[config.mk]
export PLATFORM = sky130hd
export DESIGN_NAME = uart_rx_framer_flat
export DESIGN_NICKNAME = d
export VERILOG_FILES = /design/src/rtl/uart_rx_framer_if.sv /design/src/rtl/uart_rx_framer.sv /design/src/flat_wrapper.sv
export SDC_FILE = /design/constraint.sdc
export NUM_CORES = 1
export LEC_CHECK = 0
export ABC_CLOCK_PERIOD_IN_PS = 3810
export BUFFER_PORTS_ARGS = -buffer_cell sky130_fd_sc_hd__buf_2
export CAP_MARGIN = 20
export CORE_MARGIN = 4
export CORE_UTILIZATION = 55
export CTS_BUF_LIST = sky130_fd_sc_hd__clkbuf_4
export CTS_CLUSTER_SIZE = 30
export DETAILED_ROUTE_END_ITERATION = 10
export GPL_ROUTABILITY_DRIVEN = 0
export HOLD_SLACK_MARGIN = 0.02
export PLACE_DENSITY = 0.74
export SLEW_MARGIN = 20
export SYNTH_ARGS = -nofsm -noshare
export SYNTH_HDL_FRONTEND = slang
export SYNTH_SLANG_ARGS = --single-unit
[constraint.sdc]
create_clock -name clk -period 3.81 [get_ports clk]
set_input_delay 0.1905 -clock clk [delete_from_list [all_inputs] [get_ports clk]]
set_output_delay 0.1905 -clock clk [all_outputs]
set_load 0.03 [all_outputs]
[src/rtl/uart_rx_framer_if.sv]
// Byte-stream side of the UART receive framer: serial line in, held byte and status pulses out.
interface uart_rx_framer_if;
    logic       rx;
    logic       data_ready;
    logic [7:0] data_out;
    logic       data_valid;
    logic       frame_err;
    logic       parity_err;
    logic       overrun;
    logic       busy;

    modport master (
        output rx, data_ready,
        input  data_out, data_valid, frame_err, parity_err, overrun, busy
    );

    modport slave (
        input  rx, data_ready,
        output data_out, data_valid, frame_err, parity_err, overrun, busy
    );
endinterface

[src/rtl/uart_rx_framer.sv]
// 8-bit UART receiver with majority-vote sampling, glitch rejection and a one-byte holding register.
// Define UART_RX_PARITY_EN to add an even-parity bit after the data bits.
module uart_rx_framer #(
    parameter int CLK_FREQ  = 50000000,
    parameter int BAUD_RATE = 19200
) (
    input  logic              clk,
    input  logic              rst,
    uart_rx_framer_if.slave   bus
);
    localparam int          DIV    = CLK_FREQ / BAUD_RATE;
    localparam int          HALF   = (DIV - 1) / 2;
    localparam logic [11:0] DIV_M1 = 12'(DIV - 1);
    localparam logic [11:0] HALF_C = 12'(HALF);

    typedef enum logic [2:0] {
        S_IDLE,
        S_START,
        S_DATA,
`ifdef UART_RX_PARITY_EN
        S_PARITY,
`endif
        S_STOP,
        S_BREAK
    } state_t;

    state_t      state_q, state_d;
    logic        rx_meta_q, rx_sync_q;
    logic [2:0]  hist_q;
    logic [11:0] cnt_q, cnt_d;
    logic [2:0]  idx_q, idx_d;
    logic [7:0]  shift_q, shift_d;
    logic [7:0]  data_out_q, data_out_d;
    logic        data_valid_q, data_valid_d;
    logic        frame_err_q, frame_err_d;
    logic        parity_err_q, parity_err_d;
    logic        overrun_q, overrun_d;
    logic        maj, par_bad, byte_ok;
`ifdef UART_RX_PARITY_EN
    logic        par_q, par_d;
`endif

    // Vote over the last three synchronized samples to reject single-cycle noise.
    assign maj = (hist_q[0] & hist_q[1]) | (hist_q[0] & hist_q[2]) | (hist_q[1] & hist_q[2]);

    always_comb begin
        state_d      = state_q;
        cnt_d        = cnt_q;
        idx_d        = idx_q;
        shift_d      = shift_q;
        data_out_d   = data_out_q;
        data_valid_d = data_valid_q & ~bus.data_ready;
        frame_err_d  = 1'b0;
        parity_err_d = 1'b0;
        overrun_d    = 1'b0;
        par_bad      = 1'b0;
        byte_ok      = 1'b0;
`ifdef UART_RX_PARITY_EN
        par_d        = par_q;
        par_bad      = ^{shift_q, par_q};
`endif
        case (state_q)
            S_IDLE: begin
                cnt_d = '0;
                idx_d = '0;
                if (!rx_sync_q) state_d = S_START;
            end
            S_START: begin
                if (cnt_q == HALF_C) begin
                    cnt_d   = '0;
                    state_d = maj ? S_IDLE : S_DATA;
                end else begin
                    cnt_d = cnt_q + 12'd1;
                end
            end
            S_DATA: begin
                if (cnt_q == DIV_M1) begin
                    cnt_d          = '0;
                    shift_d[idx_q] = maj;
                    if (idx_q == 3'd7) begin
                        idx_d = '0;
`ifdef UART_RX_PARITY_EN
                        state_d = S_PARITY;
`else
                        state_d = S_STOP;
`endif
                    end else begin
                        idx_d = idx_q + 3'd1;
                    end
                end else begin
                    cnt_d = cnt_q + 12'd1;
                end
            end
`ifdef UART_RX_PARITY_EN
            S_PARITY: begin
                if (cnt_q == DIV_M1) begin
                    cnt_d   = '0;
                    par_d   = maj;
                    state_d = S_STOP;
                end else begin
                    cnt_d = cnt_q + 12'd1;
                end
            end
`endif
            S_STOP: begin
                if (cnt_q == DIV_M1) begin
                    cnt_d = '0;
                    if (!maj) begin
                        frame_err_d  = 1'b1;
                        parity_err_d = par_bad;
                        state_d      = S_BREAK;
                    end else begin
                        parity_err_d = par_bad;
                        byte_ok      = ~par_bad;
                        state_d      = S_IDLE;
                    end
                end else begin
                    cnt_d = cnt_q + 12'd1;
                end
            end
            S_BREAK: begin
                if (rx_sync_q) state_d = S_IDLE;
            end
            default: state_d = S_IDLE;
        endcase

        // A pending byte can be replaced only if the consumer takes it this same cycle.
        if (byte_ok) begin
            if (!data_valid_q || bus.data_ready) begin
                data_out_d   = shift_q;
                data_valid_d = 1'b1;
            end else begin
                overrun_d = 1'b1;
            end
        end
    end

    always_ff @(posedge clk) begin
        if (rst) begin
            state_q      <= S_IDLE;
            rx_meta_q    <= 1'b1;
            rx_sync_q    <= 1'b1;
            hist_q       <= 3'b111;
            cnt_q        <= '0;
            idx_q        <= '0;
            shift_q      <= '0;
            data_out_q   <= '0;
            data_valid_q <= 1'b0;
            frame_err_q  <= 1'b0;
            parity_err_q <= 1'b0;
            overrun_q    <= 1'b0;
`ifdef UART_RX_PARITY_EN
            par_q        <= 1'b0;
`endif
        end else begin
            state_q      <= state_d;
            rx_meta_q    <= bus.rx;
            rx_sync_q    <= rx_meta_q;
            hist_q       <= {hist_q[1:0], rx_sync_q};
            cnt_q        <= cnt_d;
            idx_q        <= idx_d;
            shift_q      <= shift_d;
            data_out_q   <= data_out_d;
            data_valid_q <= data_valid_d;
            frame_err_q  <= frame_err_d;
            parity_err_q <= parity_err_d;
            overrun_q    <= overrun_d;
`ifdef UART_RX_PARITY_EN
            par_q        <= par_d;
`endif
        end
    end

    assign bus.data_out   = data_out_q;
    assign bus.data_valid = data_valid_q;
    assign bus.frame_err  = frame_err_q;
    assign bus.parity_err = parity_err_q;
    assign bus.overrun    = overrun_q;
    assign bus.busy       = (state_q != S_IDLE);
endmodule

[src/flat_wrapper.sv]
// flat-port wrapper written by rule: the top's interface ports become plain ports
module uart_rx_framer_flat 
#(
    parameter int CLK_FREQ  = 50000000,
    parameter int BAUD_RATE = 19200
)
  (clk, rst, bus_rx, bus_data_ready, bus_data_out, bus_data_valid, bus_frame_err, bus_parity_err, bus_overrun, bus_busy);
  uart_rx_framer_if bus_i ();
  input  logic clk;
  input  logic rst;
  input wire logic [$bits(bus_i.rx)-1:0] bus_rx;
  input wire logic [$bits(bus_i.data_ready)-1:0] bus_data_ready;
  output wire logic [$bits(bus_i.data_out)-1:0] bus_data_out;
  output wire logic [$bits(bus_i.data_valid)-1:0] bus_data_valid;
  output wire logic [$bits(bus_i.frame_err)-1:0] bus_frame_err;
  output wire logic [$bits(bus_i.parity_err)-1:0] bus_parity_err;
  output wire logic [$bits(bus_i.overrun)-1:0] bus_overrun;
  output wire logic [$bits(bus_i.busy)-1:0] bus_busy;
  assign bus_i.rx = bus_rx;
  assign bus_i.data_ready = bus_data_ready;
  assign bus_data_out = bus_i.data_out;
  assign bus_data_valid = bus_i.data_valid;
  assign bus_frame_err = bus_i.frame_err;
  assign bus_parity_err = bus_i.parity_err;
  assign bus_overrun = bus_i.overrun;
  assign bus_busy = bus_i.busy;
  uart_rx_framer #(.CLK_FREQ(CLK_FREQ), .BAUD_RATE(BAUD_RATE)) u_core (.clk(clk), .rst(rst), .bus(bus_i));
endmodule
-- Word-level counts from Yosys, hierarchy flattened
Index checks and enable logic that the tools add are counted.
- bitwise operators: 10
- mux-type cells: 25
- reduce and logical (&&, ||, !) cells: 14
- add/sub/neg operators: 2
- eq/ne operators: 13
- magnitude comparators: 2
- operators by type and width (kind ; count):
    12-bit case mux with 3 select lines ; 1
    3-bit 2-to-1 mux ; 9
    12-bit 2-to-1 mux ; 2
    3-bit case mux with 5 select lines ; 1
    12-bit by 1-bit adder with 12-bit output, second input constant ; 1
    12-bit by 11-bit == test with 1-bit output, second input constant ; 1
    12-bit == test, second input constant ; 1
    2-bit by 1-bit != test with 1-bit output, second input constant ; 5
    8-bit bitwise mux ; 1
    1-bit 2-to-1 mux ; 8
    3-bit by 2-bit == test with 1-bit output, second input constant ; 2
    3-bit == test, second input constant ; 2
    3-bit case mux with 2 select lines ; 1
    2-bit AND reduction ; 3
    6-bit AND reduction ; 1
    3-bit nonzero test ; 2
    1-bit AND ; 4
    3-bit by 4-bit less-than comparator with 1-bit output, second input constant ; 1
    1-bit inverter ; 4
    2-bit OR reduction ; 2
    3-bit by 1-bit adder with 3-bit output, second input constant ; 1
    1-bit demux with 3-bit select ; 1
    3-bit by 1-bit == test with 1-bit output, second input constant ; 1
    3-bit by 1-bit >= comparator with 1-bit output, second input constant ; 1
    9 further kinds ; 10
- logic and storage cells: 77
- bits of input ports: 4
- bits in registers: 42
- output and inout bits: 13

-- Longest topological paths before layout
Gate-level depths: netlist (run 1).
- depth after elaboration: 8
- depth in mapped cells: 7
- depth with buffers taken out: 6

-- Worst setup path after synthesis (run 1)
OpenSTA, ideal clock, no wires.
- path type: reg2reg
- from: reg u_core.cnt_q[0]
- to: reg u_core.state_q[0]
- buffers on the path: 0
- cell stages (with the launch flop): 6
- setup time: 0.087 ns
- period minus slack after synthesis: 1.575 ns
- setup slack: 2.235 ns
- required time: 3.723 ns
- arrival: 1.488 ns
- cells stage by stage: dfxtp_1 -> ha_1 -> nor4b_4 -> a41oi_1 -> o21ba_1 -> o31ai_1
- longest elaborated chain between the ends: 3
- elaborated cells between the ends (all ways): 6
- classes of those cells: eq/ne: 5; reduce/logical: 1
- RTL lines (element ; RTL line ; text):
    from (decl) ; uart_rx_framer.sv:30 ; logic [11:0] cnt_q, cnt_d;
    from (signal assigned) ; uart_rx_framer.sv:160 ; cnt_q <= cnt_d;
    12-bit == test / 12-bit by 11-bit == test with 1-bit output (equally long branches) ; uart_rx_framer.sv:77, uart_rx_framer.sv:106, uart_rx_framer.sv:69 ;
    2-bit by 1-bit != test with 1-bit output (no source line) ; n/a ;
    6-bit AND reduction (no source line) (*) ; n/a ;
    to (signal assigned) ; uart_rx_framer.sv:156 ; state_q <= state_d;
    to (decl) ; uart_rx_framer.sv:27 ; state_t state_q, state_d;
Mark *: on every way between the ends. The rest lies on a longest branch, timed or not.
A chain may end at the register's enable or synchronous reset.

-- Final worst setup path (run 1)
- from: reg u_core.state_q[2]
- to: reg u_core.cnt_q[11]
- longest elaborated chain between the ends: 3
- elaborated cells between the ends (all ways): 7
- classes of those cells: eq/ne: 3; mux: 1; reduce/logical: 3
- RTL lines (element ; RTL line ; text):
    3-bit by 2-bit == test with 1-bit output ; uart_rx_framer.sv:62 ; case (state_q)
    2-bit OR reduction (no source line) ; n/a ;
    12-bit case mux with 3 select lines / 3-bit nonzero test (equally long branches) ; n/a ;
Several ways; a longest one is shown, not always the timed one.

==> reports/metrics.yaml, run 1 <==
fin_tns_setup_ns: 0
min_delay_path_depth: 3
syn_nets: 249
finalClockSkew_ns: 0.0178
grt_overflow: 0
die_area_um2: 4920
drive_gt1_share_pct: 15.7
cts_tree: "built"
hold_path_class: "in2reg"
clockRootBuffer: "clkbuf_4"
clk_path_buf_depth: 2
maxCapViolations: 0
slowest_delay_ns: 0.80
cts_max_level: 2
setup_viol: 0
antenna_found_initial: 0
worst-setup-path-type: "reg2reg"
first_iter_violations: 58
cts.repair.resized: 0
vias_per_cell: 5.91
synth_edf_count: 0
synthTopCellsByArea: "dfxtp_1 (40%), a21oi_1 (4.7%), nand3_1 (4.0%)"
dpl.hpwl_um: 2920
tightest_slew_ns: 0.914
fmax_ghz: 0.481
synthCells: 241
worstSkewPairLatency_ns: 0.37
vias: 1750
placed_area_um2: 2160
cts_made_buffers: 5
ys_seq_area_share_pct: 39.6
cts_num_sinks: 42
hold_viol: 0
synth_ff_type: "dfxtp_1"
status: "finished clean"
cp.arrival_ns: 2.37
core_um2: 3690
fill_cells: 330
avgSynthCellArea_um2: 8.81
crit_fanout: 22
cts_hold_buf: 1
ys_ff_latch: 42
worst_ir_drop_vdd_mv: 0.267
fin_area_um2: 2220
grt_max_degree: 32
post_drt_wl_per_cell_um: 14.4
boundaryPins: 17
cp.required_ns: 4.10
die_y_um: 70.1
grt_setup_unrepaired: "no"
area_growth_pct: 4.83
fin_crit_sh_pct: 54.6
grt_pass1_vias: 1629
worstSetupEndpointType: "register"
die_w_um: 70.1
critPathSlowestCell: "a311oi_2"
p_per_area_nw_per_um2: 348
synth_top_cell_by_area: "dfxtp_1"
port_buffers: 15
diodes: 0
synth_area_um2: 2120
cp_cell_sequence: "nand2b_1 > a311oi_2 > o211ai_1 > a31oi_1"
firstDrtPassIters: 4
r2r_slack_ns: 1.73
wl_um: 4270
row_count: 22
async_reset_ff_share_pct: 0
slew_headroom_pct: 39.0
fin_nets: 255
ys_types: 53
reg2reg_depth: 4
post-cts-setup-buffers: 0
clk_pin_slew_ns: 0.13
grt_usage_pct: 18.3
synth_top_area_share_pct: 39.6
ant_nets: 0
leakage_nw: 0.819
grt_pass1_wl_um: 7380
yosys_warnings: 0
period_minus_slack_ns: 2.08
start_util_pct: 57.5
drc: 0
final_max_slew_viol_count: 0
startpoint_type: "register"
-- Yosys cell counts, types with 6 or more instances --
cell,number
dfxtp_1,42
nand2_1,22
a21oi_1,20
nand3_1,17
o21ai_0,11
nor3_1,9
clkbuf_1,8
mux2i_1,8
nand4_1,8
nor2_1,8
nor2b_1,6
o22ai_1,6
or2_2,6
-- where the power goes --
part / internal, mW / switching [mW]
Sequential: 0.446 / 0.0105
Combinational: 0.0273 / 0.0615
Clock: 0.0797 / 0.150
-- sequential cells by signal, summed over array words and instances, names as in the netlist --
register,count
u_core.cnt_q,12
u_core.bus.data_out,8
u_core.shift_q,8
u_core.hist_q,3
u_core.idx_q,3
u_core.state_q,3
u_core.bus.data_valid,1
u_core.bus.frame_err,1
u_core.bus.overrun,1
u_core.rx_meta_q,1
u_core.rx_sync_q,1
-- path summary, 6_finish.rpt --
kind / startpoint / endpoint
hold reg to reg: u_core.rx_meta_q / u_core.rx_sync_q
setup / recovery: u_core.state_q[2] / u_core.cnt_q[11]
hold / removal: bus_data_ready / u_core.bus.overrun
setup reg to reg: u_core.state_q[2] / u_core.cnt_q[11]
-- cell families after synthesis --
family,synth area share (%)
AO/OA/AOI/OAI,16.5
XOR/XNOR,1.65
adder cells (fa/ha/maj),2.83
buffers and inverters,5.48
flip-flops,39.6
multiplexers,3.77
other,0.177
AND/OR/NAND/NOR,30.0
-- critical path: cells and delay by family, from the launching register on --
family	cells	cell delay [ns]
compound gates	3	1.18
flops	1	0.55
simple gates	1	0.28
-- placed cells by master, fill, tap and decap left out, drive strengths merged, types with 2 or more instances in the layout --
master   n
o22ai    6
nor2b    6
o31a     2
o21ai   11
a31oi    4
o31ai    2
nand4    9
and2     2
nor3     9
buf     15
xnor2    3
clkinv   2
nor4b    4
nor3b    3
o21a     3
ha       4
nand3   19
dfxtp   42
nand2   22
nand2b   3
clkbuf   6
o211ai   2
nor2     8
and3     2
a21oi   20
or2      6
nor4bb   2
inv      4
mux2i    8
nor4     4
-- layout make-up --
cell class | instances | area, µm² | share of cell area, %
Multi-Input combinational cell | 178 | 1160 | 52.4
Sequential cell | 42 | 841 | 37.8
Timing Repair Buffer | 16 | 85.1 | 3.82
Tap cell | 48 | 60.1 | 2.70
Clock buffer | 6 | 45.0 | 2.02
Inverter | 4 | 15.0 | 0.675
Clock inverter | 2 | 13.8 | 0.619
-- per-layer routing --
metal  part of all wire, %  GRT usage (%)  vias up  routed length (µm)
met5                     0              0        -                   0
met4                   1.5           5.96        0                  65
met3                   4.1           5.18        6                 173
met2                    44           27.9       33                1880
met1                    50           25.0      819                2150
li1                      -              -      892                   -
-- through the flow --
step / util [%] / hold slack, ns / total power [mW] / setup slack, ns / std cells
after floorplan: - / 0.294 / 0.541 / 2.23 / 241
after global placement: 58.4 / 0.377 / 0.553 / 1.78 / 287
after detailed placement: 58.4 / 0.382 / 0.555 / 1.74 / 287
after CTS: 60.3 / 0.156 / 0.778 / 1.73 / 296
after global routing: 60.3 / 0.164 / 0.812 / 1.54 / 296
final: 60.3 / 0.150 / 0.775 / 1.73 / 296
Power figures use the tool's default switching activity.
==> run 2: changes to the inputs <==
ABC_AREA = 1   (was unset)
ABC_CLOCK_PERIOD_IN_PS = 1800   (was 3810)
PLACE_DENSITY = 0.77   (was 0.74)
clock period = 1.8 ns   (was 3.81 ns; I/O delays follow)
==> reports/metrics.yaml, run 2 <==
worstSkewPairLatency_ns: 0.36  # was 0.37 ns
vias_per_cell: 5.11  # was 5.91
grt_usage_pct: 18.6  # was 18.3%
synth_area_um2: 2070  # was 2120 µm²
largest_register_ffs: 12  # unchanged
startpoint_type: "register"  # unchanged
post-cts-setup-buffers: 0  # unchanged
area_growth_pct: 11.3  # was 4.83%
hp-start: "rst"  # was bus_data_ready
die_y_um: 69.4  # was 70.1 µm
fmax_ghz: 0.613  # was 0.481 GHz
cp.arrival_ns: 1.90  # was 2.37 ns
firstDrtPassIters: 4  # unchanged
synthCells: 308  # was 241
crit_path_frequent_cell: "nand3_1"
maxCapViolations: 0  # unchanged
ys_ff_latch: 42  # unchanged
period_minus_slack_ns: 1.63  # was 2.08 ns
worstSetupEndpointType: "register"  # unchanged
regArea_um2: 843  # was 841 µm²
synth_top_cell_by_area: "dfxtp_1"  # unchanged
leakage_nw: 1.14  # was 0.819 nW
cts_made_buffers: 5  # unchanged
ant_nets: 0  # unchanged
worst-setup-path-type: "reg2reg"  # unchanged
yosys_warnings: 0  # unchanged
diodes: 0  # unchanged
placed_area_um2: 2200  # was 2160 µm²
grt_setup_unrepaired: "yes"  # was no
row_count: 22  # unchanged
fin_crit_sh_pct: 90.6  # was 54.6%
cts_max_level: 2  # unchanged
cts_tree: "built"  # unchanged
finalClockSkew_ns: 0.0122  # was 0.0178 ns
regMostFlops: "u_core.cnt_q"  # unchanged
core_um2: 3660  # was 3690 µm²
crit_fanout: 10  # was 22
yosysMostFrequentCell: "nand2_1"  # was dfxtp_1
boundaryPins: 17  # unchanged
final_max_slew_viol_count: 0  # unchanged
hold_path_class: "in2reg"  # unchanged
grt_pass1_wl_um: 7370  # was 7380 µm
clk_pin_slew_ns: 0.13  # about the same
setup_viol: 0  # unchanged
final_common_cell: "nand2_1"  # was dfxtp_1
cts_num_sinks: 42  # unchanged
avgSynthCellArea_um2: 6.73  # was 8.81 µm²
hold_viol: 0  # unchanged
first_iter_violations: 185  # was 58
setup.worst_path.start: "u_core.cnt_q[0]"  # was u_core.state_q[2]
worst_ir_drop_vdd_mv: 0.678  # was 0.267 mV
fill_cells: 337  # was 330
fin_nets: 337  # was 255
hold_slack_ns: 0.128  # was 0.150 ns
cp.required_ns: 2.06  # was 4.10 ns
synthTopCellsByArea: "dfxtp_1 (41%), nand2_1 (13%), nor2_1 (9.1%)"  # was dfxtp_1 (40%), a21oi_1 (4.7%), nand3_1 (4.0%)
fin_tns_setup_ns: 0  # unchanged
clk_path_buf_depth: 2  # unchanged
synth_edf_count: 0  # unchanged
cp_top_family: "simple AND/OR/NAND/NOR gates"  # was compound AO/OA/AOI/OAI gates
drc: 0  # unchanged
grt_pass1_vias: 1674  # was 1629
die_area_um2: 4810  # was 4920 µm²
vias: 1933  # was 1750
grt_overflow: 0  # unchanged
async_reset_ff_share_pct: 0  # unchanged
start_util_pct: 56.6  # was 57.5%
drive_gt1_share_pct: 14.5  # was 15.7%
fin_area_um2: 2310  # was 2220 µm²
syn_nets: 316  # was 249
path_buf_inv: 1  # was 0
post_drt_wl_per_cell_um: 11.4  # was 14.4 µm
antenna_found_initial: 0  # unchanged
ys_top_cells_by_count: "nand2_1 (74), nor2_1 (50), inv_1 (43), dfxtp_1 (42), nand3_1 (21)"  # was dfxtp_1 (42), nand2_1 (22), a21oi_1 (20), nand3_1 (17), o21ai_0 (11)
ys_types: 30  # was 53
synth_top_area_share_pct: 40.6  # was 39.6%
dpl.hpwl_um: 3100  # was 2920 µm
slowest_delay_ns: 0.38  # was 0.80 ns
critPathSlowestCell: "dfxtp_2"  # was a311oi_2
synth_ff_type: "dfxtp_1"  # unchanged
status: "finished clean"  # unchanged
multi_input_comb_area_um2: 1010  # was 1160 µm²
grt_max_degree: 18  # was 32
port_buffers: 15  # unchanged
layout_common_cells: "nand2_1 (73), nor2_1 (50), inv_1 (43), dfxtp_1 (40), nand3_1 (21)"  # was dfxtp_1 (42), nand2_1 (22), a21oi_1 (20), nand3_1 (17), buf_2 (15)
ys_seq_area_share_pct: 40.6  # was 39.6%
clockRootBuffer: "clkbuf_4"  # unchanged
r2r_start: "u_core.cnt_q[0]"  # was u_core.state_q[2]
p_per_area_nw_per_um2: 974  # was 348 nW/µm²
wl_um: 4320  # was 4270 µm
die_w_um: 69.4  # was 70.1 µm
cp_cell_sequence: "ha_1 > nand3_1 > nor2_2 > nand3_2 > inv_4 > nand3_1 > o21ai_0 > nor2_1"  # was nand2b_1 > a311oi_2 > o211ai_1 > a31oi_1
==> run 2: changes by cell type after synthesis, moves of 4 or more <==
cell | previous run | this run
clkbuf_1 | 8 | 2
o22ai_1 | 6 | 0
nor4_1 | 4 | 0
nand2_1 | 22 | 74
nand3_1 | 17 | 21
nor2_1 | 8 | 50
inv_1 | 4 | 43
mux2i_1 | 8 | 0
nor3_1 | 9 | 3
nor2b_1 | 6 | 0
==> run 2: where the power goes <==
group / leakage, nW / internal (mW) / switching (mW) / total (mW)
logic: 0.764 / 0.188 / 0.423 / 0.611
clock network: 0.0374 / 0.291 / 0.310 / 0.601
registers: 0.341 / 0.985 / 0.0486 / 1.03
total: 1.14 / 1.46 / 0.781 / 2.25
==> run 2: worst register-to-register path: cells and delay by family, from the launching register on <==
kind,cells,cell delay (ns)
AND/OR/NAND/NOR,5,0.62
flip-flops,1,0.38
adder cells (fa/ha/maj),1,0.20
AO/OA/AOI/OAI,1,0.19
buffers and inverters,1,0.16
==> run 2: final cells by class <==
cell class              count  share of cell area, %
well taps                  48                   2.60
clock buffers               5                   1.63
repair buffers             22                   5.75
clock inverters             3                   1.95
flip-flops and latches     42                   36.6
multi-input cells         211                   43.7
inverters                  47                   7.76
==> run 2: logic make-up (layout without fill, tap and decap cells) <==
| group | Yosys count | count (layout) | synth area share (%) |
|---|---|---|---|
| other | 1 | 1 | 0.181 |
| flip-flops | 42 | 42 | 40.6 |
| AO/OA/AOI/OAI | 38 | 38 | 10.1 |
| buffers and inverters | 55 | 77 | 10.9 |
| adder cells (fa/ha/maj) | 4 | 4 | 2.42 |
| XOR/XNOR | 2 | 2 | 0.846 |
| AND/OR/NAND/NOR | 166 | 166 | 35.0 |
==> run 2: metrics by stage <==
stage | util (%) | instances | setup WS (ns) | power, mW
4_1_cts | 62.8 | 378 | 0.0861 | 2.25
5_1_grt | 63.0 | 378 | -0.0231 | 2.40
3_3_place_gp | 60.0 | 368 | 0.205 | 1.63
6_report | 63.0 | 378 | 0.168 | 2.25
3_5_place_dp | 60.0 | 368 | 0.111 | 1.65
2_1_floorplan | - | 308 | 0.336 | 1.51
==> run 2: per-layer routing <==
metal  global-route usage [%]  part of all wire, %  vias to the layer above
met5                        0                    0                        -
met1                     26.2                   49                      856
li1                         -                    -                     1013
met3                     5.36                  6.8                        4
met2                     27.8                   43                       60
met4                     4.99                  1.0                        0
==> run 2: final timing paths <==
check	end	slack (ns)	cells past startpoint
setup / recovery	u_core.shift_q[5]	0.17	8
hold / removal	u_core.cnt_q[8]	0.13	3
setup reg to reg	u_core.shift_q[5]	0.17	8
hold reg to reg	u_core.rx_sync_q	0.43	1
==> run 2: timing repair <==
action,CTS,global route
endpoints found under the hold margin,2,0
hold buffers,2,0
setup endpoints to repair,0,13
resized for setup,0,4
